--- config.mk ---
export PLATFORM = sky130hd
export DESIGN_NAME = index_write_arbiter
export DESIGN_NICKNAME = d
export VERILOG_FILES = /design/src/rtl/index_write_arbiter.sv
export SDC_FILE = /design/constraint.sdc
export NUM_CORES = 1
export LEC_CHECK = 0
export BUFFER_PORTS_ARGS = -buffer_cell sky130_fd_sc_hd__buf_2
export CAP_MARGIN = 20
export CORE_UTILIZATION = 35
export CTS_BUF_LIST = sky130_fd_sc_hd__clkbuf_16
export DETAILED_ROUTE_END_ITERATION = 10
export GPL_TIMING_DRIVEN = 1
export MAX_ROUTING_LAYER = met4
export PLACE_DENSITY = 0.6
export REMOVE_ABC_BUFFERS = 1
export SYNTH_ARGS = -nofsm -noshare
export SYNTH_HDL_FRONTEND = slang
export SYNTH_SLANG_ARGS = --single-unit
--- constraint.sdc ---
create_clock -name clock -period 3.6 [get_ports clock]
set_input_delay 0.54 -clock clock [delete_from_list [all_inputs] [get_ports clock]]
set_output_delay 0.54 -clock clock [all_outputs]
set_load 0.02 [all_outputs]
--- src/rtl/index_write_arbiter.sv ---
// Write-port owner for the monitor_index frame memory: round-robin between the
// character (CH) and trajectory (TR) renderers, plus a full-frame clear engine.
module index_write_arbiter #(
    parameter int         NUM_PIXELS = 307200,
    parameter logic [2:0] BG_INDEX   = 3'd0,
    parameter int         ADDR_W     = 19
) (
    input  logic              clock,
    input  logic              reset,
    input  logic              clear_start,
    input  logic              ch_req,
    input  logic [ADDR_W-1:0] ch_addr,
    input  logic [2:0]        ch_data,
    output logic              ch_ack,
    input  logic              tr_req,
    input  logic [ADDR_W-1:0] tr_addr,
    input  logic [2:0]        tr_data,
    output logic              tr_ack,
    output logic [ADDR_W-1:0] mem_waddr,
    output logic [2:0]        mem_wdata,
    output logic              mem_wenable,
    output logic              clear_busy,
    output logic              clear_done,
    output logic              oob_err
);

    localparam logic [ADDR_W:0]   NUM_PIX_W = (ADDR_W+1)'(NUM_PIXELS);
    localparam logic [ADDR_W-1:0] LAST_ADDR = ADDR_W'(NUM_PIXELS - 1);

    typedef enum logic {IDLE, CLEAR} state_t;

    state_t            r_state;
    logic [ADDR_W-1:0] r_clrCnt;
    logic              r_rrPtr;
    logic              r_chAck;
    logic              r_trAck;
    logic [ADDR_W-1:0] r_waddr;
    logic [2:0]        r_wdata;
    logic              r_wen;
    logic              r_clearBusy;
    logic              r_clearDone;
    logic              r_oobErr;

    logic              w_chElig;
    logic              w_trElig;
    logic              w_grantCh;
    logic              w_grantTr;
    logic [ADDR_W-1:0] w_gAddr;
    logic [2:0]        w_gData;
    logic              w_gOob;

    // A requester still held during its ack cycle is not eligible; r_rrPtr=1 prefers TR.
    always_comb begin
        w_chElig  = ch_req & ~r_chAck;
        w_trElig  = tr_req & ~r_trAck;
        w_grantTr = w_trElig & (~w_chElig | r_rrPtr);
        w_grantCh = w_chElig & ~w_grantTr;
        w_gAddr   = w_grantTr ? tr_addr : ch_addr;
        w_gData   = w_grantTr ? tr_data : ch_data;
        w_gOob    = ({1'b0, w_gAddr} >= NUM_PIX_W);
    end

    always_ff @(posedge clock or posedge reset) begin
        if (reset) begin
            r_state     <= IDLE;
            r_clrCnt    <= '0;
            r_rrPtr     <= 1'b0;
            r_chAck     <= 1'b0;
            r_trAck     <= 1'b0;
            r_waddr     <= '0;
            r_wdata     <= '0;
            r_wen       <= 1'b0;
            r_clearBusy <= 1'b0;
            r_clearDone <= 1'b0;
            r_oobErr    <= 1'b0;
        end else begin
            r_chAck     <= 1'b0;
            r_trAck     <= 1'b0;
            r_wen       <= 1'b0;
            r_clearDone <= 1'b0;
            case (r_state)
                IDLE: begin
                    // The first IDLE cycle after a sweep still sees busy high: that is the done pulse.
                    r_clearBusy <= 1'b0;
                    r_clearDone <= r_clearBusy;
                    if (clear_start) begin
                        r_state     <= CLEAR;
                        r_clearBusy <= 1'b1;
                        r_waddr     <= '0;
                        r_wdata     <= BG_INDEX;
                        r_wen       <= 1'b1;
                        r_clrCnt    <= ADDR_W'(1);
                    end else if (w_grantCh | w_grantTr) begin
                        r_waddr  <= w_gAddr;
                        r_wdata  <= w_gData;
                        r_wen    <= ~w_gOob;
                        r_oobErr <= r_oobErr | w_gOob;
                        r_chAck  <= w_grantCh;
                        r_trAck  <= w_grantTr;
                        r_rrPtr  <= w_grantCh;
                    end
                end
                CLEAR: begin
                    r_clearBusy <= 1'b1;
                    r_waddr     <= r_clrCnt;
                    r_wdata     <= BG_INDEX;
                    r_wen       <= 1'b1;
                    if (r_clrCnt == LAST_ADDR) begin
                        r_state  <= IDLE;
                        r_clrCnt <= '0;
                    end else begin
                        r_clrCnt <= r_clrCnt + ADDR_W'(1);
                    end
                end
                default: r_state <= IDLE;
            endcase
        end
    end

    assign ch_ack      = r_chAck;
    assign tr_ack      = r_trAck;
    assign mem_waddr   = r_waddr;
    assign mem_wdata   = r_wdata;
    assign mem_wenable = r_wen;
    assign clear_busy  = r_clearBusy;
    assign clear_done  = r_clearDone;
    assign oob_err     = r_oobErr;

endmodule
# --- Word level (Yosys, flattened, before mapping) ---
# Index checks and enable logic that the tools add are counted.
classes:
  n_bitwise: 14
  reduce_logical: 1
  mux: 25
  eq_ne: 3
  add_sub_neg: 1
  mul: 0
  n_lt_le_gt_ge: 1
  div: 0
  n_shift: 0
ops:
  columns: ["operator", "count"]
  rows:
  - ["$mux 19", 5]
  - ["$pmux 19 s2", 2]
  - ["$add 19x1->19 const B", 1]
  - ["$eq 19x19->1 const B", 1]
  - ["$ge 19x19->1 const B", 1]
  - ["$mux 1", 11]
  - ["$mux 3", 3]
  - ["$not 1->1", 7]
  - ["$pmux 1 s2", 3]
  - ["$pmux 3 s2", 1]
  - ["$and 1x1->1", 4]
  - ["$ne 3x3->1 const B", 1]
  - ["$or 1x1->1", 3]
  - ["$reduce_and 3->1", 1]
  - ["$ne 2x2->1 const B", 1]
totals:
  inputBits: 49
  elab_cells: 56
  rom_bits: 0
  n_memories: 0
  ff_bits: 49
  mem_bits_rw: 0
  latch_bits: 0
  out_inout_bits: 28

# --- Depth between registers and ports, before layout ---
depth:
  depth_word: 11
  depth_mapped: 7
  depth_no_buf: 5

# --- Worst setup path after synthesis ---
# OpenSTA, ideal clock, no wires.
synth_timing:
  path_kind: "flip-flop to flip-flop"
  from: "reg r_clrCnt[0]"
  to: "reg r_clrCnt[18]"
  setup_slack_ps: 1793
  arrival_ps: 1711
  path_stages_with_launch: 6
  required_ps: 3505
  setup_time_ps: 95
  path_buffers: 0
  synth_period_minus_slack_ps: 1807
  cell_sequence: "dfrtp_1 ha_1 nand4_1 or4_4 o32a_1 o31ai_1"
synth_via:
  elab_chain_len: 3
  elab_cells_between_ends: 4
  cone_classes: "add/sub (1); eq/ne (1); mux (2)"
synth_lines:
  columns: ["item", "line_no", "text"]
  rows:
  - ["start, declared", "33", "logic [ADDR_W-1:0] r_clrCnt;"]
  - ["start signal, assigned", "112", "r_clrCnt <= r_clrCnt + ADDR_W'(1);"]
  - ["$add 19x1->19 / $eq 19x19->1 (equally long branches)", "112, 108", null]
  - ["$mux 19 *", "108", "if (r_clrCnt == LAST_ADDR) begin"]
  - ["$pmux 19 s2 *", "81", "case (r_state)"]
# Mark *: on every way between the ends. The rest lies on a longest branch, timed or not.
# A chain may end at the register's enable or synchronous reset.

# --- Worst setup path in the final report ---
layout_timing:
  from: "reg r_rrPtr"
  to: "reg r_wen (netlist: mem_wenable)"
layout_via:
  elab_chain_len: 8
  elab_cells_between_ends: 11
  cone_classes: "order compare (1); mux (4); bitwise (6)"
layout_lines:
  columns: ["item", "line_no", "text"]
  rows:
  - ["start, declared", "34", "logic r_rrPtr;"]
  - ["start signal, assigned", "100", "r_rrPtr <= w_grantCh;"]
  - ["$or 1x1->1 *", "56", "w_grantTr = w_trElig & (~w_chElig | r_rrPtr);"]
  - ["$and 1x1->1 *", "56", null]
  - ["$mux 19 / $not 1->1 (equally long branches)", "58, 57", null]
  - ["$ge 19x19->1 / $and 1x1->1 (equally long branches)", "60, 57", null]
  - ["$not 1->1 / $or 1x1->1 (equally long branches)", "96, 93", null]
  - ["$mux 1 *", "93", "end else if (w_grantCh | w_grantTr) begin"]
  - ["$mux 1 *", "86", "if (clear_start) begin"]
  - ["$pmux 1 s2 *", "81", null]
  - ["end signal, assigned", "96", "r_wen <= ~w_gOob;"]
  - ["end, declared", "39", "logic r_wen;"]
# Marks and branches as above.

==> results.md <==
* CP Launch Type: flip-flop
* Final Wtd Congestion at 0.845
* Commonest non-fill, non-tap cell in the layout: buf_2
* Setup_tns at 0 ns
* Post-synthesis sequential area ratio at 44.9%
* Final Max Tran Viols at 0
* Final WL at 7660 um
* Post-CTS Setup Repair Bufs at 0
* Die area at 8150 sq um
* Fmax at 435 MHz
* Largest net degree at the start of global routing at 50
* Pre-CTS setup slack at 1.10 ns
* Register area at 1230 sq um
* Routed vias at 2689
* Crit. End Element: flip-flop
* IO buf count at 76
* Final worst path period need at 2.30 ns
* FP Rows at 31
* Clock sink count at 49
* Ports at 77
* Hold Crit Class: input port to async pin
* Max-Cap Viols at 0
* Syn. warnings at 0
* Status: completed
* Cts repair resizes at 0
* Total grt overflow at 0
* Worst Skew at 0.00399 ns
* Most frequent cells in the layout: buf_2, o21ai_0, dfrtp_1, nand2_1, and3_1
* Period utilization at 63.9%
* DP Wirelength at 5380 um
* DRC at 0
* Hold Buf Count CTS at 0
* Die Wd at 90.3 um
* Max clock buf depth at 2
* Global-route wire length before repair at 12800 um
* Die Y at 90.3 um
* GRT Total Usage at 20.0%
* Placed cell area at 3170 sq um
* Initial drt markers at 154
* Layout Nets at 429
* Final Power at 1680 uW
* Maximum VDD drop at 0.227 mV
* Initial antenna violation count at 0
* Vias in the first global route at 2529
* Worst path bufs/invs at 0
* Critical Path Max Stage Delay at 0.74 ns
* Seq cells post-synth at 49
* Core ar. at 7410 sq um
* Critical path class: flip-flop to flip-flop
* CP max FO at 24
* Asr flop ratio synth at 100%
* Ant. Diodes at 0
* RSZ-0062 raised after global routing: false
* CP cell instances: or3b_1 > nand2_1 > a21oi_1 > a311o_1
* Final setup vio count at 0
* Netlist cell types at 49
* Syn_area_per_cell at 8.66 sq um
* Required @ worst endpoint at 3.77 ns
* Worst slew pin tran at 0.823 ns
* Layout cells sized above 1 at 26.1%
* Later-pin clock latency in the skew report at 0.28 ns
* Post-synth top flop: dfrtp_1
* Starting Density at 36.8%
* CTS root buffer: clkbuf_16
* Final hold viol count at 0
* Multi-input gate area at 1370 sq um
* Gate Count Post-Synth at 315
* Pre-antenna DRT Iters at 5
* Leak Pwr at 0.00153 uW
* Slowest CP cell: nand2_1
* Filler cells at 739
* Wire per inst at 16.0 um
* H-tree depth at 2
* Worst-path clk slew at 0.07 ns
* Cell Area, Synth at 2730 sq um
* Pwr/cell area at 505 nW/um^2
* Critical Path AT at 2.47 ns
* Area Growth Syn to Fin at 22.0%
* Antenna Nets Post-Route at 0
* Slack of the critical path at 1.30 ns
* Delay-heaviest family, CP: simple AND/OR/NAND/NOR gates
* Post-DR vias/cell at 5.61
* Normalized max-slew margin at 45.0%
* CTS buffer count at 5
* CTS tree: yes
* Number of synthesized flops with an enable pin at 0
* Design area at 3330 sq um
[through the flow]
step / util, % / hold slack (ns) / std cells
6_report: 44.9 / 0.180 / 479
5_1_grt: 44.9 / 0.197 / 479
4_1_cts: 44.7 / 0.488 / 478
3_5_place_dp: 42.8 / 0.468 / 470
3_3_place_gp: 42.8 / 0.473 / 470
2_1_floorplan: - / 0.456 / 290
[final timing paths]
kind / cells after the start / to / slack [ns] / from
hold reg to reg: 2 / oob_err$_DFFE_PP0P_ / 0.49 / oob_err$_DFFE_PP0P_
hold / removal: 2 / mem_waddr[10]$_DFFE_PP0P_ / 0.18 / reset
setup / recovery: 4 / mem_wenable$_DFF_PP0_ / 1.30 / r_rrPtr$_DFFE_PP0P_
max in group asynchronous: 3 / mem_waddr[15]$_DFFE_PP0P_ / 2.93 / reset
min in group clock: 2 / oob_err$_DFFE_PP0P_ / 0.49 / oob_err$_DFFE_PP0P_
setup reg to reg: 4 / mem_wenable$_DFF_PP0_ / 1.30 / r_rrPtr$_DFFE_PP0P_
[cell usage after synthesis, drive strengths merged (4+ instances only)]
cell,instances,area share (%)
dfrtp,49,45
o21ai,49,9.0
nand2,47,6.5
and3,23,5.3
a211oi,19,5.2
clkbuf,16,2.2
nand3,10,1.8
buf,9,1.6
nor2,9,1.2
a21oi,8,1.5
inv,7,0.96
nand4,7,2.2
o22ai,5,1.1
a31oi,4,0.92
nor3,4,0.73
[area by class of cell]
type / count / share of cell area, %
clock buffer: 5 / 3.76
timing repair buffer: 82 / 13.2
multi-input combinational: 233 / 41.2
inverter: 8 / 0.902
sequential: 49 / 36.8
clock inverter: 3 / 0.414
tap: 99 / 3.72
[where the power goes]
part	internal [uW]	switching, uW
Sequential	663	147
Combinational	164	255
Clock	253	200
Total	1080	602
[cells by family (layout without fill, tap and decap cells)]
kind of cell,Yosys count,in the layout,share of synthesized area (%)
flops,49,49,44.9
buf+inv,33,98,4.91
fa+ha+maj,1,1,0.458
compound gates,108,108,25.2
simple gates,124,124,24.5
[worst reg2reg max path, cell delays in order (launching register included)]
cell and delay, ns:
dfrtp_1 0.38, or3b_1 0.65, nand2_1 0.74, a21oi_1 0.08, a311o_1 0.34
[registers in the layout, summed over array words and instances (netlist names)]
register     cells
r_rrPtr          1
mem_waddr       19
mem_wdata        3
oob_err          1
r_state          1
clear_busy       1
tr_ack           1
ch_ack           1
mem_wenable      1
r_clrCnt        19
clear_done       1
[layer usage]
metal | routed length (um) | global-route usage [%]
met5 | 0 | -
met3 | 356 | 3.70
met1 | 3640 | 27.1
met4 | 35 | 4.44
met2 | 3630 | 31.1
No activity file was read; power rests on OpenSTA's default activity.
